## src/rtl/mcs6530_bus_master.sv

```systemverilog
// mcs6530_bus_master
// CPU-side bus initiator for an mcs6530 RRIOT. A free-running PHI2 is derived
// from the faster system clock. Each request accepted on the valid/ready
// handshake becomes one 6502-style bus cycle: PHI1 (phi2 low) followed by
// PHI2 (phi2 high).
//
// Ports
//   clk, rst                 system clock, asynchronous active-high reset
//   req_valid/req_ready      request handshake (ready only in the last phase slot)
//   req_we, req_rs0,
//   req_addr, req_wdata      request contents, sampled only at the accept edge
//   rsp_valid, rsp_rdata     one-clk completion pulse, read data (0 for writes)
//   phi2                     generated bus clock
//   r_w, addr, rs0, cs1      bus control, held for a whole bus cycle
//   db_o, db_oe, db_i        data bus out, drive enable (PHI2 writes only), data in
//   irq_n, irq               asynchronous RRIOT IRQ in, synchronised active-high IRQ out
module mcs6530_bus_master #(
  parameter int PHI1_CYCLES = 2,
  parameter int PHI2_CYCLES = 2
) (
  input  logic       clk,
  input  logic       rst,
  input  logic       req_valid,
  output logic       req_ready,
  input  logic       req_we,
  input  logic       req_rs0,
  input  logic [9:0] req_addr,
  input  logic [7:0] req_wdata,
  output logic       rsp_valid,
  output logic [7:0] rsp_rdata,
  output logic       phi2,
  output logic       r_w,
  output logic [9:0] addr,
  output logic       rs0,
  output logic       cs1,
  output logic [7:0] db_o,
  output logic       db_oe,
  input  logic [7:0] db_i,
  input  logic       irq_n,
  output logic       irq
);

  localparam int TOTAL = PHI1_CYCLES + PHI2_CYCLES;
  localparam int CW = (TOTAL > 2) ? $clog2(TOTAL) : 1;
  localparam logic [CW-1:0] LAST_PHASE = CW'(TOTAL - 1);
  localparam logic [CW-1:0] PHI2_PHASE = CW'(PHI1_CYCLES);

  // Whether the bus cycle currently on the pins carries a request.
  typedef enum logic {
    BUS_IDLE   = 1'b0,
    BUS_ACTIVE = 1'b1
  } busState_t;

  busState_t     state_q, state_d;
  logic [CW-1:0] cnt_q, cnt_d;
  logic          phi2_q, phi2_d;
  logic          rw_q, rw_d;
  logic          cs1_q, cs1_d;
  logic          rs0_q, rs0_d;
  logic [9:0]    addr_q, addr_d;
  logic [7:0]    dbOut_q, dbOut_d;
  logic          dbOe_q, dbOe_d;
  logic          rspValid_q, rspValid_d;
  logic [7:0]    rspRdata_q, rspRdata_d;
  logic          irqMeta_q, irqSync_q;
  logic          cycleEnd;

  // The last phase slot is both the end of the current bus cycle and the only
  // moment a new request can be taken, so completion and acceptance share an edge.
  assign cycleEnd  = (cnt_q == LAST_PHASE);
  assign req_ready = cycleEnd;

  // Next-state logic. phi2 is computed from the next counter value so the
  // registered phi2 lines up with the counter. db_oe is likewise computed from
  // next-state values, which keeps it low through PHI1 at every direction change.
  always_comb begin
    cnt_d      = cycleEnd ? '0 : cnt_q + CW'(1);
    phi2_d     = (cnt_d >= PHI2_PHASE);
    state_d    = state_q;
    rw_d       = rw_q;
    cs1_d      = cs1_q;
    rs0_d      = rs0_q;
    addr_d     = addr_q;
    dbOut_d    = dbOut_q;
    rspValid_d = 1'b0;
    rspRdata_d = rspRdata_q;

    if (cycleEnd) begin
      // Read data is sampled as PHI2 falls.
      if (state_q == BUS_ACTIVE) begin
        rspValid_d = 1'b1;
        rspRdata_d = rw_q ? db_i : 8'h00;
      end
      if (req_valid) begin
        state_d = BUS_ACTIVE;
        rw_d    = !req_we;
        cs1_d   = 1'b1;
        rs0_d   = req_rs0;
        addr_d  = req_addr;
        dbOut_d = req_wdata;
      end else begin
        state_d = BUS_IDLE;
        rw_d    = 1'b1;
        cs1_d   = 1'b0;
      end
    end

    dbOe_d = (state_d == BUS_ACTIVE) && !rw_d && phi2_d;
  end

  // State register. Reset drops any in-flight transaction without a response.
  always_ff @(posedge clk or posedge rst) begin
    if (rst) begin
      state_q    <= BUS_IDLE;
      cnt_q      <= '0;
      phi2_q     <= 1'b0;
      rw_q       <= 1'b1;
      cs1_q      <= 1'b0;
      rs0_q      <= 1'b0;
      addr_q     <= '0;
      dbOut_q    <= '0;
      dbOe_q     <= 1'b0;
      rspValid_q <= 1'b0;
      rspRdata_q <= '0;
    end else begin
      state_q    <= state_d;
      cnt_q      <= cnt_d;
      phi2_q     <= phi2_d;
      rw_q       <= rw_d;
      cs1_q      <= cs1_d;
      rs0_q      <= rs0_d;
      addr_q     <= addr_d;
      dbOut_q    <= dbOut_d;
      dbOe_q     <= dbOe_d;
      rspValid_q <= rspValid_d;
      rspRdata_q <= rspRdata_d;
    end
  end

  // Two-flop synchroniser for the asynchronous, active-low RRIOT IRQ.
  always_ff @(posedge clk or posedge rst) begin
    if (rst) begin
      irqMeta_q <= 1'b0;
      irqSync_q <= 1'b0;
    end else begin
      irqMeta_q <= !irq_n;
      irqSync_q <= irqMeta_q;
    end
  end

  assign phi2      = phi2_q;
  assign r_w       = rw_q;
  assign cs1       = cs1_q;
  assign rs0       = rs0_q;
  assign addr      = addr_q;
  assign db_o      = dbOut_q;
  assign db_oe     = dbOe_q;
  assign rsp_valid = rspValid_q;
  assign rsp_rdata = rspRdata_q;
  assign irq       = irqSync_q;

endmodule

```

## config.mk

```make
export PLATFORM = sky130hd
export DESIGN_NAME = mcs6530_bus_master
export DESIGN_NICKNAME = d
export VERILOG_FILES = /design/src/rtl/mcs6530_bus_master.sv
export SDC_FILE = /design/constraint.sdc
export NUM_CORES = 1
export LEC_CHECK = 0
export CELL_PAD_IN_SITES_DETAIL_PLACEMENT = 1
export CELL_PAD_IN_SITES_GLOBAL_PLACEMENT = 2
export CORE_ASPECT_RATIO = 0.8
export CORE_MARGIN = 8
export CORE_UTILIZATION = 23
export CTS_BUF_LIST = sky130_fd_sc_hd__clkbuf_16
export DETAILED_ROUTE_END_ITERATION = 16
export PLACE_DENSITY = 0.82
export SYNTH_ARGS = -nofsm -noshare
export SYNTH_HDL_FRONTEND = slang
export SYNTH_SLANG_ARGS = --single-unit
```

## constraint.sdc

```tcl
create_clock -name clk -period 1.2 [get_ports clk]
set_input_delay 0.24 -clock clk [delete_from_list [all_inputs] [get_ports clk]]
set_output_delay 0.24 -clock clk [all_outputs]
set_load 0.05 [all_outputs]
```

==> run metrics <==
via count 1066; DP Cell Count 246; Finished Layout Cells 264; outcome finished, violations left; Final Setup Violations 31; syn_nets 133; 1st-pass router iterations 4; number of port buffers 65; worst slew pin tran 0.536 ns; CP Capture Type output pin; netlist area before placement 1440 sq um; Period Utilization, post-route 114%; global-route wire length before repair 6.96 mm; nets 216; clk buf depth 2; clk sinks 36; sequential share of the synthesized area 62.6%; pin count of the biggest net entering global routing 20; diode count 0; CP Launch Type flop; Die H 86.8 um; post-route cell area 2870 sq um; RSZ-0062 raised after global routing yes; worst clock skew 0.00273 ns; failing checks setup timing; DRT iter0 DRCs 14; Max IR drop VDD 0.760 mV; gate count of the mapped netlist 99; Synth Warn # 0; IO Count 66; full die area 9070 sq um; Cell Area, Placed 2580 sq um; Slew Limit Fails 0; clock slew at reported path FFs 0.05 ns; clk_lat worst skew 0.27 ns; total wire length 4.41 mm; slowest stage cell, crit path dfrtp_2; CP max stage delay 0.42 ns; hold_ws 0.308 ns; maximum clock frequency 0.729 GHz; Core Area 5970 sq um; PwrDens 1280 nW/um^2; hpwl dp 3.30 mm; required time of the critical path 0.96 ns; GRT Total Usage 9.90%; Leak 1.34 nW; final-report hold violation count 0; Starting Density 24.1%; critical path cell sequence buf_6, ha_4, buf_12; syn avg cell area 14.6 sq um; cts hold-fix bufs 0; min Tclk post-route 1.37 ns; vias in the first global route 1268; Core Util, Final 48.1%; CP arrival 1.13 ns; Cell Rows 25; Yosys reg bits 36; antenna-violating nets left 0; kind of critical path reg2out; layout cells sized above 1 47.0%; Vias/cell 4.04; DRC 0; die width 105 um; Root Buffer clkbuf_16; H-Tree Depth 2; min setup slack post-route -0.172 ns; Max Cap Viol 0; initial antenna violation count 0; Layout area overhead 99.2%; Worst slew margin 64.3%; Num CTS Buffers 5; Yosys cell types 16; post-DR wirelength/cell 16.7 um; CTS tree yes; worst min path class in2async; GRT overflow 0; routability cong. 0.675; Max Fanout on Critical Path 2
## flip-flops by register name, summed over array words and instances, names as in the netlist, 2 cells and up
register and count:
rsp_rdata 8, cnt_q 2, db_o 8, addr 10
## final timing paths
check	startpoint	to	slack (ns)	cells past startpoint
max in group asynchronous	rst	r_w$_DFF_PP1_	0.62	3
setup reg to reg	cnt_q[0]$_DFF_PP0_	db_oe$_DFF_PP0_	-0.17	5
hold / removal	rst	addr[5]$_DFFE_PP0P_	0.31	3
hold reg to reg	irqMeta_q$_DFF_PP0_	irq$_DFF_PP0_	0.35	0
setup / recovery	cnt_q[1]$_DFF_PP0_	req_ready	-0.17	3
min in group clk	irqMeta_q$_DFF_PP0_	irq$_DFF_PP0_	0.35	0
## cells in the mapped netlist
cell	count	area, sq um
o211a_1	1	10.0
mux2_2	1	11.3
ha_1	2	25.0
and2_1	1	6.26
nand2_2	1	6.26
nor2_1	3	11.3
and3_1	1	6.26
dfstp_2	1	26.3
mux2_4	19	285
clkbuf_1	1	3.75
buf_2	3	15.0
inv_1	11	41.3
dfrtp_1	35	876
o21ai_0	9	45.0
buf_6	2	22.5
nand4_1	8	50.1
## power breakdown
group / internal (mW) / switching [mW] / total (mW) / leakage (nW)
Clock: 0.745 / 0.449 / 1.19 / 0.0738
Sequential: 1.32 / 0.115 / 1.43 / 0.430
Combinational: 0.555 / 0.485 / 1.04 / 0.832
Total: 2.62 / 1.05 / 3.67 / 1.34
## kinds of logic (layout without fill, tap and decap cells)
logic type      after synthesis  count (layout)  synth area share (%)
flops                        36              36                  62.6
compound gates               10              10                  3.82
simple gates                 14              17                  5.56
mux                          20              20                  20.6
fa+ha+maj                     2               2                  1.74
buf+inv                      17              98                  5.73
## routing by layer
| metal | up-vias | wire, um | global-route usage (%) |
|---|---|---|---|
| met1 | 523 | 1690 | 10.1 |
| met3 | 2 | 363 | 5.11 |
| li1 | 502 | - | - |
| met4 | 0 | 27 | 2.75 |
| met2 | 39 | 2330 | 17.4 |
| met5 | - | 0 | 0 |
## repair_timing
item / 4_1_cts / 5_1_grt
setup buffers: 6 / 1
hold endpoints to repair: 0 / 0
gates resized for setup: 15 / 4
gates cloned: 3 / 1
pin swaps: 2 / 2
setup endpoints to repair: 32 / 33
## cell type report
type / instances / area [sq um]
multi-input cells: 49 / 556
inverters: 11 / 41.3
repair buffers: 79 / 1130
clock buffers: 5 / 125
fillers: 582 / 3100
flip-flops and latches: 36 / 903
clock inverters: 3 / 11.3
well taps: 81 / 101
## worst max-delay path: cells and delay by family, from the launching register on
| kind | cells | cell delay [ns] |
|---|---|---|
| adders and majority gates | 1 | 0.17 |
| DFF | 1 | 0.42 |
| buffers and inverters | 2 | 0.27 |
## stage by stage
step	TNS, ns	total power [mW]	setup slack (ns)
finish	-2.75	3.67	-0.172
global route	-3.77	3.81	-0.198
CTS	-3.01	3.73	-0.187
detailed placement	-7.82	2.49	-0.363
global placement	-7.25	2.47	-0.335
floorplan	-3.55	1.87	-0.176
## cells in the final DEF (no fill, tap or decap)
| cell type | count |
|---|---|
| and3_4 | 1 |
| nand2_8 | 2 |
| dfrtp_1 | 34 |
| buf_6 | 5 |
| buf_12 | 35 |
| buf_8 | 1 |
| and2_4 | 2 |
| nand4_1 | 8 |
| ha_4 | 2 |
| o21ai_2 | 1 |
| o21ai_1 | 8 |
| nand2_4 | 1 |
| dfstp_2 | 1 |
| clkbuf_16 | 5 |
| buf_4 | 7 |
| dfrtp_2 | 1 |
| mux2_4 | 20 |
| nor2_2 | 2 |
| o211a_1 | 1 |
| dlygate4sd2_1 | 1 |
| clkdlybuf4s50_1 | 30 |
| nor2_1 | 1 |
| clkinv_1 | 1 |
| inv_1 | 13 |
Power figures use the tool's default switching activity.
